File: config.mk
export PLATFORM = sky130hd
export DESIGN_NAME = turn_controller_flat
export DESIGN_NICKNAME = d
export VERILOG_FILES = /design/src/rtl/turn_controller_if.sv /design/src/rtl/turn_controller.sv /design/src/flat_wrapper.sv
export SDC_FILE = /design/constraint.sdc
export NUM_CORES = 1
export LEC_CHECK = 0
export CAP_MARGIN = 10
export CORE_MARGIN = 2
export CORE_UTILIZATION = 45
export CTS_BUF_LIST = sky130_fd_sc_hd__clkbuf_8
export DETAILED_ROUTE_END_ITERATION = 10
export PLACE_DENSITY = 0.77
export SYNTH_ARGS = -nofsm -noshare
export SYNTH_HDL_FRONTEND = slang
export SYNTH_SLANG_ARGS = --single-unit
File: constraint.sdc
create_clock -name clk -period 7.9 [get_ports clk]
set_input_delay 1.58 -clock clk [delete_from_list [all_inputs] [get_ports clk]]
set_output_delay 1.58 -clock clk [all_outputs]
set_load 0.02 [all_outputs]
File: src/rtl/turn_controller_if.sv
// Connect-four controller bus: front-end/engine/checker inputs and board/status outputs.
// btn_undo exists only when UNDO_EN is defined.
interface turn_controller_if;
    logic        sw;
    logic        btn_drop;
    logic [2:0]  sel_col;
    logic        ai_move;
    logic [6:0]  ai_opt;
    logic        win_p1;
    logic        win_p2;
`ifdef UNDO_EN
    logic        btn_undo;
`endif
    logic [97:0] grid;
    logic [20:0] column_counts;
    logic        player;
    logic        game_over;
    logic [1:0]  winner;
    logic        illegal;

    modport master (
`ifdef UNDO_EN
        output btn_undo,
`endif
        output sw, btn_drop, sel_col, ai_move, ai_opt, win_p1, win_p2,
        input  grid, column_counts, player, game_over, winner, illegal
    );

    modport slave (
`ifdef UNDO_EN
        input  btn_undo,
`endif
        input  sw, btn_drop, sel_col, ai_move, ai_opt, win_p1, win_p2,
        output grid, column_counts, player, game_over, winner, illegal
    );
endinterface

File: src/rtl/turn_controller.sv
// Connect-four game sequencer: owns the board and turn flag, validates human drops,
// applies minimax moves (with timeout fallback) and freezes the game on win/draw.
// Optional feature macro: UNDO_EN (btn_undo with a 2-deep column history).
module turn_controller (
    input  logic             clk,
    input  logic             rst,
    turn_controller_if.slave bus
);
    localparam int unsigned AI_TIMEOUT   = 255;
    localparam int unsigned MAX_HEIGHT   = 6;
    localparam int unsigned CHECK_CYCLES = 2;
    localparam int unsigned NUM_COLS     = 7;

    typedef enum logic [2:0] {WAIT_P1, WAIT_P2, AI_WAIT, WRITE, CHECK, DONE} state_t;

    state_t     state;
    logic [2:0] w_col;
    logic [1:0] w_piece;
    logic       mover;
    logic [1:0] chk_cnt;
    logic [7:0] ai_timer;

    logic [6:0] ai_mod_c;
    logic [2:0] ai_col_c;
    logic [2:0] fallback_col_c;
    logic       sel_legal_c;
    logic       ai_legal_c;
    logic       board_full_c;

    function automatic logic [2:0] count_of(input logic [20:0] cc, input logic [2:0] c);
        return cc[5'(c) * 5'd3 +: 3];
    endfunction

    // LSB of the 2-bit field for cell (c,r)
    function automatic logic [6:0] cell_lsb(input logic [2:0] c, input logic [2:0] r);
        return 7'(r) * 7'd14 + 7'd12 - {3'b000, c, 1'b0};
    endfunction

    // Move legality, engine column decode, fallback column and full-board detect
    always_comb begin
        sel_legal_c    = (bus.sel_col < 3'd7) &&
                         (count_of(bus.column_counts, bus.sel_col) < 3'(MAX_HEIGHT));
        ai_mod_c       = bus.ai_opt % 7'd14;
        ai_col_c       = 3'((7'd13 - ai_mod_c) >> 1);
        ai_legal_c     = count_of(bus.column_counts, ai_col_c) < 3'(MAX_HEIGHT);
        board_full_c   = 1'b1;
        fallback_col_c = 3'd0;
        for (int i = NUM_COLS - 1; i >= 0; i--) begin
            if (count_of(bus.column_counts, 3'(i)) < 3'(MAX_HEIGHT)) begin
                fallback_col_c = 3'(i);
                board_full_c   = 1'b0;
            end
        end
    end

`ifdef UNDO_EN
    logic [2:0] hist_col [2];
    logic [1:0] hist_cnt;
    logic       undo_go_c;
    logic [2:0] h0_cnt_c;
    logic [2:0] h1_cnt_c;

    // Undo is accepted only on a human turn with something to pop
    always_comb begin
        undo_go_c = bus.btn_undo && (hist_cnt != 2'd0) &&
                    ((state == WAIT_P1) || ((state == WAIT_P2) && !bus.sw));
        h0_cnt_c  = count_of(bus.column_counts, hist_col[0]);
        h1_cnt_c  = count_of(bus.column_counts, hist_col[1]);
    end
`endif

    // Game FSM with registered board and status outputs
    always_ff @(posedge clk) begin
        if (rst) begin
            state             <= WAIT_P1;
            w_col             <= 3'd0;
            w_piece           <= 2'b00;
            mover             <= 1'b0;
            chk_cnt           <= 2'd0;
            ai_timer          <= 8'd0;
            bus.grid          <= '0;
            bus.column_counts <= '0;
            bus.player        <= 1'b0;
            bus.game_over     <= 1'b0;
            bus.winner        <= 2'b00;
            bus.illegal       <= 1'b0;
`ifdef UNDO_EN
            hist_col[0]       <= 3'd0;
            hist_col[1]       <= 3'd0;
            hist_cnt          <= 2'd0;
`endif
        end else begin
            bus.illegal <= 1'b0;
            case (state)
                WAIT_P1, WAIT_P2: begin
`ifdef UNDO_EN
                    if (undo_go_c) begin
                        if (bus.sw && (hist_cnt == 2'd2)) begin
                            if (hist_col[0] == hist_col[1]) begin
                                bus.grid[cell_lsb(hist_col[0], h0_cnt_c - 3'd1) +: 2] <= 2'b00;
                                bus.grid[cell_lsb(hist_col[0], h0_cnt_c - 3'd2) +: 2] <= 2'b00;
                                bus.column_counts[5'(hist_col[0]) * 5'd3 +: 3] <= h0_cnt_c - 3'd2;
                            end else begin
                                bus.grid[cell_lsb(hist_col[0], h0_cnt_c - 3'd1) +: 2] <= 2'b00;
                                bus.grid[cell_lsb(hist_col[1], h1_cnt_c - 3'd1) +: 2] <= 2'b00;
                                bus.column_counts[5'(hist_col[0]) * 5'd3 +: 3] <= h0_cnt_c - 3'd1;
                                bus.column_counts[5'(hist_col[1]) * 5'd3 +: 3] <= h1_cnt_c - 3'd1;
                            end
                            hist_cnt <= 2'd0;
                        end else begin
                            bus.grid[cell_lsb(hist_col[0], h0_cnt_c - 3'd1) +: 2] <= 2'b00;
                            bus.column_counts[5'(hist_col[0]) * 5'd3 +: 3] <= h0_cnt_c - 3'd1;
                            hist_col[0] <= hist_col[1];
                            hist_cnt    <= hist_cnt - 2'd1;
                            if (!bus.sw) begin
                                bus.player <= ~bus.player;
                                state      <= (state == WAIT_P1) ? WAIT_P2 : WAIT_P1;
                            end
                        end
                    end else
`endif
                    if (bus.btn_drop) begin
                        if (sel_legal_c) begin
                            w_col   <= bus.sel_col;
                            w_piece <= (state == WAIT_P1) ? 2'b01 : 2'b10;
                            mover   <= (state == WAIT_P2);
                            state   <= WRITE;
                        end else begin
                            bus.illegal <= 1'b1;
                        end
                    end
                end
                AI_WAIT: begin
                    if (!bus.sw) begin
                        state <= WAIT_P2;
                    end else if (bus.ai_move && ai_legal_c) begin
                        w_col   <= ai_col_c;
                        w_piece <= 2'b10;
                        mover   <= 1'b1;
                        state   <= WRITE;
                    end else if (bus.ai_move || (ai_timer == 8'(AI_TIMEOUT))) begin
                        w_col   <= fallback_col_c;
                        w_piece <= 2'b10;
                        mover   <= 1'b1;
                        state   <= WRITE;
                    end else begin
                        ai_timer <= ai_timer + 8'd1;
                    end
                end
                WRITE: begin
                    bus.grid[cell_lsb(w_col, count_of(bus.column_counts, w_col)) +: 2] <= w_piece;
                    bus.column_counts[5'(w_col) * 5'd3 +: 3] <=
                        count_of(bus.column_counts, w_col) + 3'd1;
`ifdef UNDO_EN
                    hist_col[0] <= w_col;
                    hist_col[1] <= hist_col[0];
                    hist_cnt    <= (hist_cnt == 2'd2) ? 2'd2 : hist_cnt + 2'd1;
`endif
                    chk_cnt <= 2'd0;
                    state   <= CHECK;
                end
                CHECK: begin
                    if (chk_cnt == 2'(CHECK_CYCLES - 1)) begin
                        if (bus.win_p1 || bus.win_p2) begin
                            if (bus.win_p1 && bus.win_p2) begin
                                bus.winner <= mover ? 2'b10 : 2'b01;
                            end else begin
                                bus.winner <= bus.win_p1 ? 2'b01 : 2'b10;
                            end
                            bus.game_over <= 1'b1;
                            state         <= DONE;
                        end else if (board_full_c) begin
                            bus.winner    <= 2'b11;
                            bus.game_over <= 1'b1;
                            state         <= DONE;
                        end else if (!mover) begin
                            bus.player <= 1'b1;
                            ai_timer   <= 8'd0;
                            state      <= bus.sw ? AI_WAIT : WAIT_P2;
                        end else begin
                            // always returns through WAIT_P1 at player 0, so the engine restarts
                            bus.player <= 1'b0;
                            state      <= WAIT_P1;
                        end
                    end else begin
                        chk_cnt <= chk_cnt + 2'd1;
                    end
                end
                DONE: begin
                    state <= DONE;
                end
                default: begin
                    state <= WAIT_P1;
                end
            endcase
        end
    end
endmodule

File: src/flat_wrapper.sv
// flat-port wrapper written by rule: the top's interface ports become plain ports
module turn_controller_flat 
  (clk, rst, bus_sw, bus_btn_drop, bus_sel_col, bus_ai_move, bus_ai_opt, bus_win_p1, bus_win_p2, bus_grid, bus_column_counts, bus_player, bus_game_over, bus_winner, bus_illegal);
  turn_controller_if bus_i ();
  input  logic clk;
  input  logic rst;
  input wire logic [$bits(bus_i.sw)-1:0] bus_sw;
  input wire logic [$bits(bus_i.btn_drop)-1:0] bus_btn_drop;
  input wire logic [$bits(bus_i.sel_col)-1:0] bus_sel_col;
  input wire logic [$bits(bus_i.ai_move)-1:0] bus_ai_move;
  input wire logic [$bits(bus_i.ai_opt)-1:0] bus_ai_opt;
  input wire logic [$bits(bus_i.win_p1)-1:0] bus_win_p1;
  input wire logic [$bits(bus_i.win_p2)-1:0] bus_win_p2;
  output wire logic [$bits(bus_i.grid)-1:0] bus_grid;
  output wire logic [$bits(bus_i.column_counts)-1:0] bus_column_counts;
  output wire logic [$bits(bus_i.player)-1:0] bus_player;
  output wire logic [$bits(bus_i.game_over)-1:0] bus_game_over;
  output wire logic [$bits(bus_i.winner)-1:0] bus_winner;
  output wire logic [$bits(bus_i.illegal)-1:0] bus_illegal;
  assign bus_i.sw = bus_sw;
  assign bus_i.btn_drop = bus_btn_drop;
  assign bus_i.sel_col = bus_sel_col;
  assign bus_i.ai_move = bus_ai_move;
  assign bus_i.ai_opt = bus_ai_opt;
  assign bus_i.win_p1 = bus_win_p1;
  assign bus_i.win_p2 = bus_win_p2;
  assign bus_grid = bus_i.grid;
  assign bus_column_counts = bus_i.column_counts;
  assign bus_player = bus_i.player;
  assign bus_game_over = bus_i.game_over;
  assign bus_winner = bus_i.winner;
  assign bus_illegal = bus_i.illegal;
  turn_controller u_core (.clk(clk), .rst(rst), .bus(bus_i));
endmodule
==> results.sh, run 1 <==
export IMPL_root_buffer="clkbuf_8"
export IMPL_stdcell_area_sq_mm=0.009477
export IMPL_ys_ff_latch=143
export IMPL_fin_setup_tns_ns=0
export IMPL_die_height_um=133.6
export IMPL_critPathTopFamily="simple AND/OR/NAND/NOR gates"
export IMPL_overflow=0
export IMPL_synth_edff_count=0
export IMPL_maxSlewViolCount=0
export IMPL_power_leakage_nw=3.394
export IMPL_io_buffers=140
export IMPL_std_cell_rows=47
export IMPL_syn_num_nets=1006
export IMPL_cts_resized=0
export IMPL_status="completed"
export IMPL_grtUsageTotal_pct=22.85
export IMPL_grt_first_pass_wirelength_mm=32.95
export IMPL_ys_seq_area_share_pct=37.88
export IMPL_drt_initial_drc_count=642
export IMPL_htreeDepth=4
export IMPL_worst_path_buf_inv=4
export IMPL_initial_core_util_pct=45.73
export IMPL_drt_vias_per_instance=5.527
export IMPL_final_seq_area_sq_mm=0.002863
export IMPL_rsz0062_at_grt="no"
export IMPL_cts_hold_buf=0
export IMPL_crit_path_max_incr_delay_ns=0.73
export IMPL_gp_congestion=0.8997
export IMPL_cts_setup_buffers=0
export IMPL_fin_cells=1302
export IMPL_insertion_delay_ns=0.46
export IMPL_hp_start="u_core.bus.grid[20]"
export IMPL_ys_warn_count=0
export IMPL_cts_buffers=17
export IMPL_period_share_pct=78.88
export IMPL_layout_min_cycle_time_ns=6.231
export IMPL_drcViolationCount=0
export IMPL_coreArea_sq_mm=0.01652
export IMPL_cap_violations=0
export IMPL_crit_path_start_kind="flop"
export IMPL_synth_cell_type_count=70
export IMPL_hold_viol=0
export IMPL_skew_ns=0.01187
export IMPL_path_cells="buf_4, mux4_2, o21ai_0, inv_1, fa_1, ha_1, inv_1, ha_1, inv_1, ha_1, nor2b_1, o21a_1, or3_1, a2111oi_0, xor3_1, nand2b_1, nor2_1, nand2_1, nand2_1, a21oi_1"
export IMPL_met1_length_mm=9.535
export IMPL_clk_path_buf_depth=2
export IMPL_placed_cells=1272
export IMPL_critPathRequiredTime_ns=8.19
export IMPL_hold_path_class="reg -> reg"
export IMPL_routed_wl_mm=20.28
export IMPL_avgSynthCellArea_sq_um=7.864
export IMPL_n_antenna_cell=0
export IMPL_antenna_found_initial=0
export IMPL_fmax_ghz=0.1605
export IMPL_clkSlewWorstSetupHoldPaths_ns=0.08
export IMPL_ir_drop_mv=0.2782
export IMPL_grt_pass1_vias=6732
export IMPL_power_mw=2.671
export IMPL_crit_path_top_delay_cell="nor2_1"
export IMPL_multi_input_area_sq_mm=0.004375
export IMPL_nFillCells=1526
export IMPL_cp_end_kind="flop"
export IMPL_drive_gt1_share_pct=5.083
export IMPL_postSynthCellCount=961
export IMPL_crit_type="reg -> reg"
export IMPL_ios=141
export IMPL_dpl_cell_area_sq_mm=0.009059
export IMPL_clock_sinks=143
export IMPL_reg2reg_slack_ns=1.67
export IMPL_path_max_fanout=16
export IMPL_worstMarginPinSlew_ns=1.213
export IMPL_vias=7196
export IMPL_num_nets_final=1117
export IMPL_syn_to_final_growth_pct=25.40
export IMPL_reg2reg_depth=20
export IMPL_cp_arrival_ns=6.53
export IMPL_die_w_um=133.6
export IMPL_dr_max_layer_used="met4"
export IMPL_dp_hpwl_mm=14.60
export IMPL_wl_met2_mm=9.194
export IMPL_synth_flop_cell="dfxtp_1"
export IMPL_min_to="u_core.bus.grid[20]"
export IMPL_pwr_density_cell_mw_per_mm2=281.8
export IMPL_netlist_area_sq_mm=0.007557
export IMPL_rr_startpoint="u_core.w_col[0]"
export IMPL_r2r_end="u_core.bus.grid[7]"
export IMPL_cts_tree="yes"
export IMPL_wl_met3_mm=1.085
export IMPL_wl_per_cell_um=15.58
export IMPL_setup_viol=0
export IMPL_grt_max_degree=120
export IMPL_min_path_cells=2
export IMPL_dieArea_sq_mm=0.01785
export IMPL_detail_route_first_pass_iterations=5
export IMPL_postRouteAntennaNets=0
export IMPL_slew_headroom_pct=19.15
export IMPL_ys_async_sr_fraction_pct=0
worst register-to-register path: cells and delay by family (launching register included):
| family | cells | cell delay, ns |
|---|---|---|
| adders and majority gates | 4 | 1.38 |
| buffers and inverters | 4 | 0.57 |
| AOI/OAI and AO/OA | 4 | 1.18 |
| xor gates and xnor gates | 1 | 0.36 |
| and+or+nand+nor | 6 | 1.71 |
| DFF | 1 | 0.32 |
| muxes | 1 | 0.52 |
stage by stage:
step	hold WS, ns	worst slack [ns]	utilization (%)
4_1_cts	0.4581	1.693	57.30
3_5_place_dp	0.4469	1.481	54.82
5_1_grt	0.4781	1.216	57.35
3_3_place_gp	0.4405	1.634	54.82
6_report	0.4541	1.669	57.35
2_1_floorplan	0.4583	2.191	-
power breakdown:
group / switching (mW) / internal [mW] / total, mW
clock network: 0.279 / 0.333 / 0.612
logic: 0.919 / 0.377 / 1.30
registers: 0.0302 / 0.733 / 0.763
total: 1.23 / 1.44 / 2.67
Yosys cell counts, drive strengths merged (4+ instances only):
cell    count  area (sq um)
nor2b       8         50.05
a211oi      8         60.06
fa          4         80.08
mux2i      51         510.5
xor2        9         78.83
nor3b       7         52.55
a31oi      10         62.56
and2       12         77.58
buf         8         36.28
and3        5         31.28
nand3b      5         37.54
nor3       19         95.09
nand2b      6         37.54
a311oi      5         61.31
nor2      125         469.2
xnor2      11         96.34
ha         24         300.3
a21oi     102         510.5
nand3      83         420.4
nor4        5         31.28
or3         5         36.28
dfxtp     143          2863
nand4       5         31.28
nand2     151         566.8
o21ai      13         65.06
mux2        5         56.30
inv        28         105.1
o21a        4         30.03
clkbuf     46         173.9
sequential cells by signal, indices dropped and copies added (netlist names):
signal and count:
u_core.chk_cnt 2, u_core.w_piece 2, u_core.w_col 3, u_core.bus.illegal 1
u_core.bus.column_counts 21, u_core.state 3, u_core.bus.winner 2, u_core.mover 1
u_core.bus.grid 98, u_core.bus.player 1, u_core.bus.game_over 1, u_core.ai_timer 8
final cells by class:
class,count,area share (%)
multi-input cells,735,46.17
flip-flops and latches,143,30.21
repair buffers,146,15.24
clock buffers,20,2.905
well taps,220,2.905
clock inverters,9,1.426
inverters,29,1.149
routing by layer:
metal	up-vias	track usage, %
met3	42	5.099
met2	225	35.62
met4	0	8.806
met5	-	0
li1	3560	-
met1	3369	30.91
worst max-delay path by stage:
stage	startpoint	slack, ns	to	depth (start not counted)
4_1_cts	u_core.w_col[0]	1.69	u_core.bus.grid[46]	21
3_5_place_dp	bus_ai_opt[5]	1.48	u_core.w_col[0]	20
5_1_grt	u_core.w_col[0]	1.22	u_core.bus.grid[42]	21
6_report	u_core.w_col[0]	1.67	u_core.bus.grid[7]	20
3_3_place_gp	bus_ai_opt[4]	1.63	u_core.w_col[1]	20
2_1_floorplan	u_core.w_col[0]	2.19	u_core.bus.grid[42]	21
cells by family after synthesis:
family	synth area share [%]
xor gates and xnor gates	2.632
and+or+nand+nor	27.28
adders and majority gates	5.033
AOI/OAI and AO/OA	14.85
DFF	37.88
muxes	8.096
buffers and inverters	4.222
layout by cell type, fill, tap and decap left out, types with 8 or more instances in the layout:
cell             count
mux2i_1             51
a211oi_1             8
ha_1                24
nor2_1             125
nand2_1            151
inv_1               28
nand3_1             82
nor2b_1              8
nor3_1              19
and2_1              10
a21oi_1            102
dfxtp_1            143
clkdlybuf4s50_1    139
a31oi_1             10
clkbuf_8            20
xnor2_1             11
xor2_1               9
o21ai_0             10
Power figures use the tool's default switching activity.
==> run 2, diff against run 1 <==
==> constraint.sdc (replaced) <==
create_clock -name clk -period 5.9 [get_ports clk]
set_input_delay 1.18 -clock clk [delete_from_list [all_inputs] [get_ports clk]]
set_output_delay 1.18 -clock clk [all_outputs]
set_load 0.02 [all_outputs]
==> results.sh, run 2 (synthesis gave the netlist of run 1 again) <==
export IMPL_timing_final_ws_setup_ns=0.3264
export IMPL_final_common_cell="nand2_1"
export IMPL_clkSlewWorstSetupHoldPaths_ns=0.08
export IMPL_critPathRequiredTime_ns=6.22
export IMPL_max_flop_register="u_core.bus.grid"
export IMPL_hold_path_class="reg -> reg"
export IMPL_coreArea_sq_mm=0.01652
export IMPL_drt_initial_drc_count=683
export IMPL_insertion_delay_ns=0.46
export IMPL_fin_setup_tns_ns=0
export IMPL_cp_arrival_ns=5.90
export IMPL_top_regs="u_core.bus.grid: 98 flops, u_core.bus.column_counts: 21 flops, u_core.ai_timer: 8 flops"
export IMPL_worst_path_buf_inv=3
export IMPL_htreeDepth=4
export IMPL_root_buffer="clkbuf_8"
export IMPL_path_cells="mux4_2, o21ai_0, inv_1, fa_1, ha_1, inv_1, ha_1, inv_1, ha_1, nor2b_1, o21a_1, or3_1, a2111oi_0, xor3_1, nor2b_1, nand2_1, nor2_1, nand2_1, mux2i_1, nor2_1"
export IMPL_power_leakage_nw=3.509
export IMPL_postRouteAntennaNets=0
export IMPL_period_share_pct=94.47
export IMPL_worstMarginPinSlew_ns=0.8358
export IMPL_antenna_found_initial=0
export IMPL_crit_type="reg -> reg"
export IMPL_ir_drop_mv=0.3113
export IMPL_crit_path_max_incr_delay_ns=0.51
export IMPL_slew_headroom_pct=43.85
export IMPL_std_cell_rows=47
export IMPL_dieArea_sq_mm=0.01785
export IMPL_num_nets_final=1136
export IMPL_cts_setup_buffers=0
export IMPL_vias=7242
export IMPL_wl_met3_mm=1.203
export IMPL_grt_max_degree=75
export IMPL_largest_reg_flops=98
export IMPL_layout_common_cells="nand2_1 (151), dfxtp_1 (142), clkdlybuf4s50_1 (139), nor2_1 (125), a21oi_1 (102)"
export IMPL_overflow=0
export IMPL_fin_cells=1324
export IMPL_drcViolationCount=0
export IMPL_cts_buffers=17
export IMPL_die_w_um=133.6
export IMPL_critPathTopFamily="simple AND/OR/NAND/NOR gates"
export IMPL_cp_end_kind="flop"
export IMPL_dp_hpwl_mm=15.03
export IMPL_grtUsageTotal_pct=23.45
export IMPL_fmax_ghz=0.1794
export IMPL_gp_congestion=0.9385
export IMPL_maxSlewViolCount=0
export IMPL_cts_tree="yes"
export IMPL_power_mw=3.663
export IMPL_fin_util_pct=58.29
export IMPL_crit_path_top_delay_cell="mux4_2"
export IMPL_setup_viol=0
export IMPL_stdcell_area_sq_mm=0.009632
export IMPL_skew_ns=0.01238
export IMPL_hold_viol=0
export IMPL_dr_max_layer_used="met4"
export IMPL_status="completed"
export IMPL_layout_min_cycle_time_ns=5.574
export IMPL_drt_vias_per_instance=5.470
export IMPL_preCtsSetupSlack_ns=0.3269
export IMPL_met1_length_mm=9.722
export IMPL_cts_hold_buf=0
export IMPL_dpl_cell_area_sq_mm=0.009201
export IMPL_path_max_fanout=7
export IMPL_initial_core_util_pct=45.73
export IMPL_crit_path_start_kind="flop"
export IMPL_ios=141
export IMPL_rsz0062_at_grt="no"
export IMPL_reg2reg_slack_ns=0.33
export IMPL_die_height_um=133.6
export IMPL_hold_slack_ns=0.4467
export IMPL_drive_gt1_share_pct=6.884
export IMPL_syn_to_final_growth_pct=27.45
export IMPL_grt_pass1_vias=6718
export IMPL_io_buffers=140
export IMPL_clk_path_buf_depth=2
export IMPL_wl_per_cell_um=15.69
export IMPL_wl_met2_mm=9.459
export IMPL_grt_first_pass_wirelength_mm=33.55
export IMPL_placed_cells=1291
export IMPL_clock_sinks=143
export IMPL_cap_violations=0
export IMPL_pwr_density_cell_mw_per_mm2=380.3
export IMPL_detail_route_first_pass_iterations=5
export IMPL_routed_wl_mm=20.77
export IMPL_n_antenna_cell=0
## run 2: area by class of cell
| class | instances | area (sq um) |
|---|---|---|
| clock buffers | 21 | 289.0 |
| clock inverters | 11 | 128.9 |
| fillers | 1484 | 6893 |
| inverters | 29 | 108.9 |
| multi-input cells | 735 | 4375 |
| flip-flops and latches | 143 | 2864 |
| well taps | 220 | 275.3 |
| repair buffers | 165 | 1590 |
## run 2: worst reg2reg max path: stages (launching register included)
cell and delay [ns]:
dfxtp_1 0.38, mux4_2 0.51, o21ai_0 0.21, inv_1 0.18
fa_1 0.50, ha_1 0.28, inv_1 0.04, ha_1 0.25
inv_1 0.04, ha_1 0.32, nor2b_1 0.14, o21a_1 0.17
or3_1 0.33, a2111oi_0 0.51, xor3_1 0.34, nor2b_1 0.28
nand2_1 0.15, nor2_1 0.35, nand2_1 0.19, mux2i_1 0.22
nor2_1 0.05
## run 2: path summary, 6_finish.rpt
kind / start / end / depth (start not counted)
worst max-delay path: u_core.w_col[0] / u_core.bus.grid[63] / 20
worst min-delay path: u_core.bus.game_over / u_core.bus.game_over / 2
worst max register to register: u_core.w_col[0] / u_core.bus.grid[63] / 20
worst min register to register: u_core.bus.game_over / u_core.bus.game_over / 2
## run 2: repair_timing
action / 4_1_cts / 5_1_grt
endpoints found under the hold margin: 0 / 0
setup endpoints to repair: 0 / 14
resized for setup: 0 / 1
## run 2: where the power goes
group          leakage (nW)  internal (mW)  switching (mW)
Sequential             1.15          0.981          0.0408
Combinational          2.14          0.544            1.28
Clock                 0.214          0.426           0.391
Total                  3.51           1.95            1.71
## run 2: per-layer routing
metal	vias to the layer above	global-route usage [%]
li1	3604	-
met2	217	36.63
met3	34	5.708
met1	3387	32.03
met4	0	7.447
met5	-	0
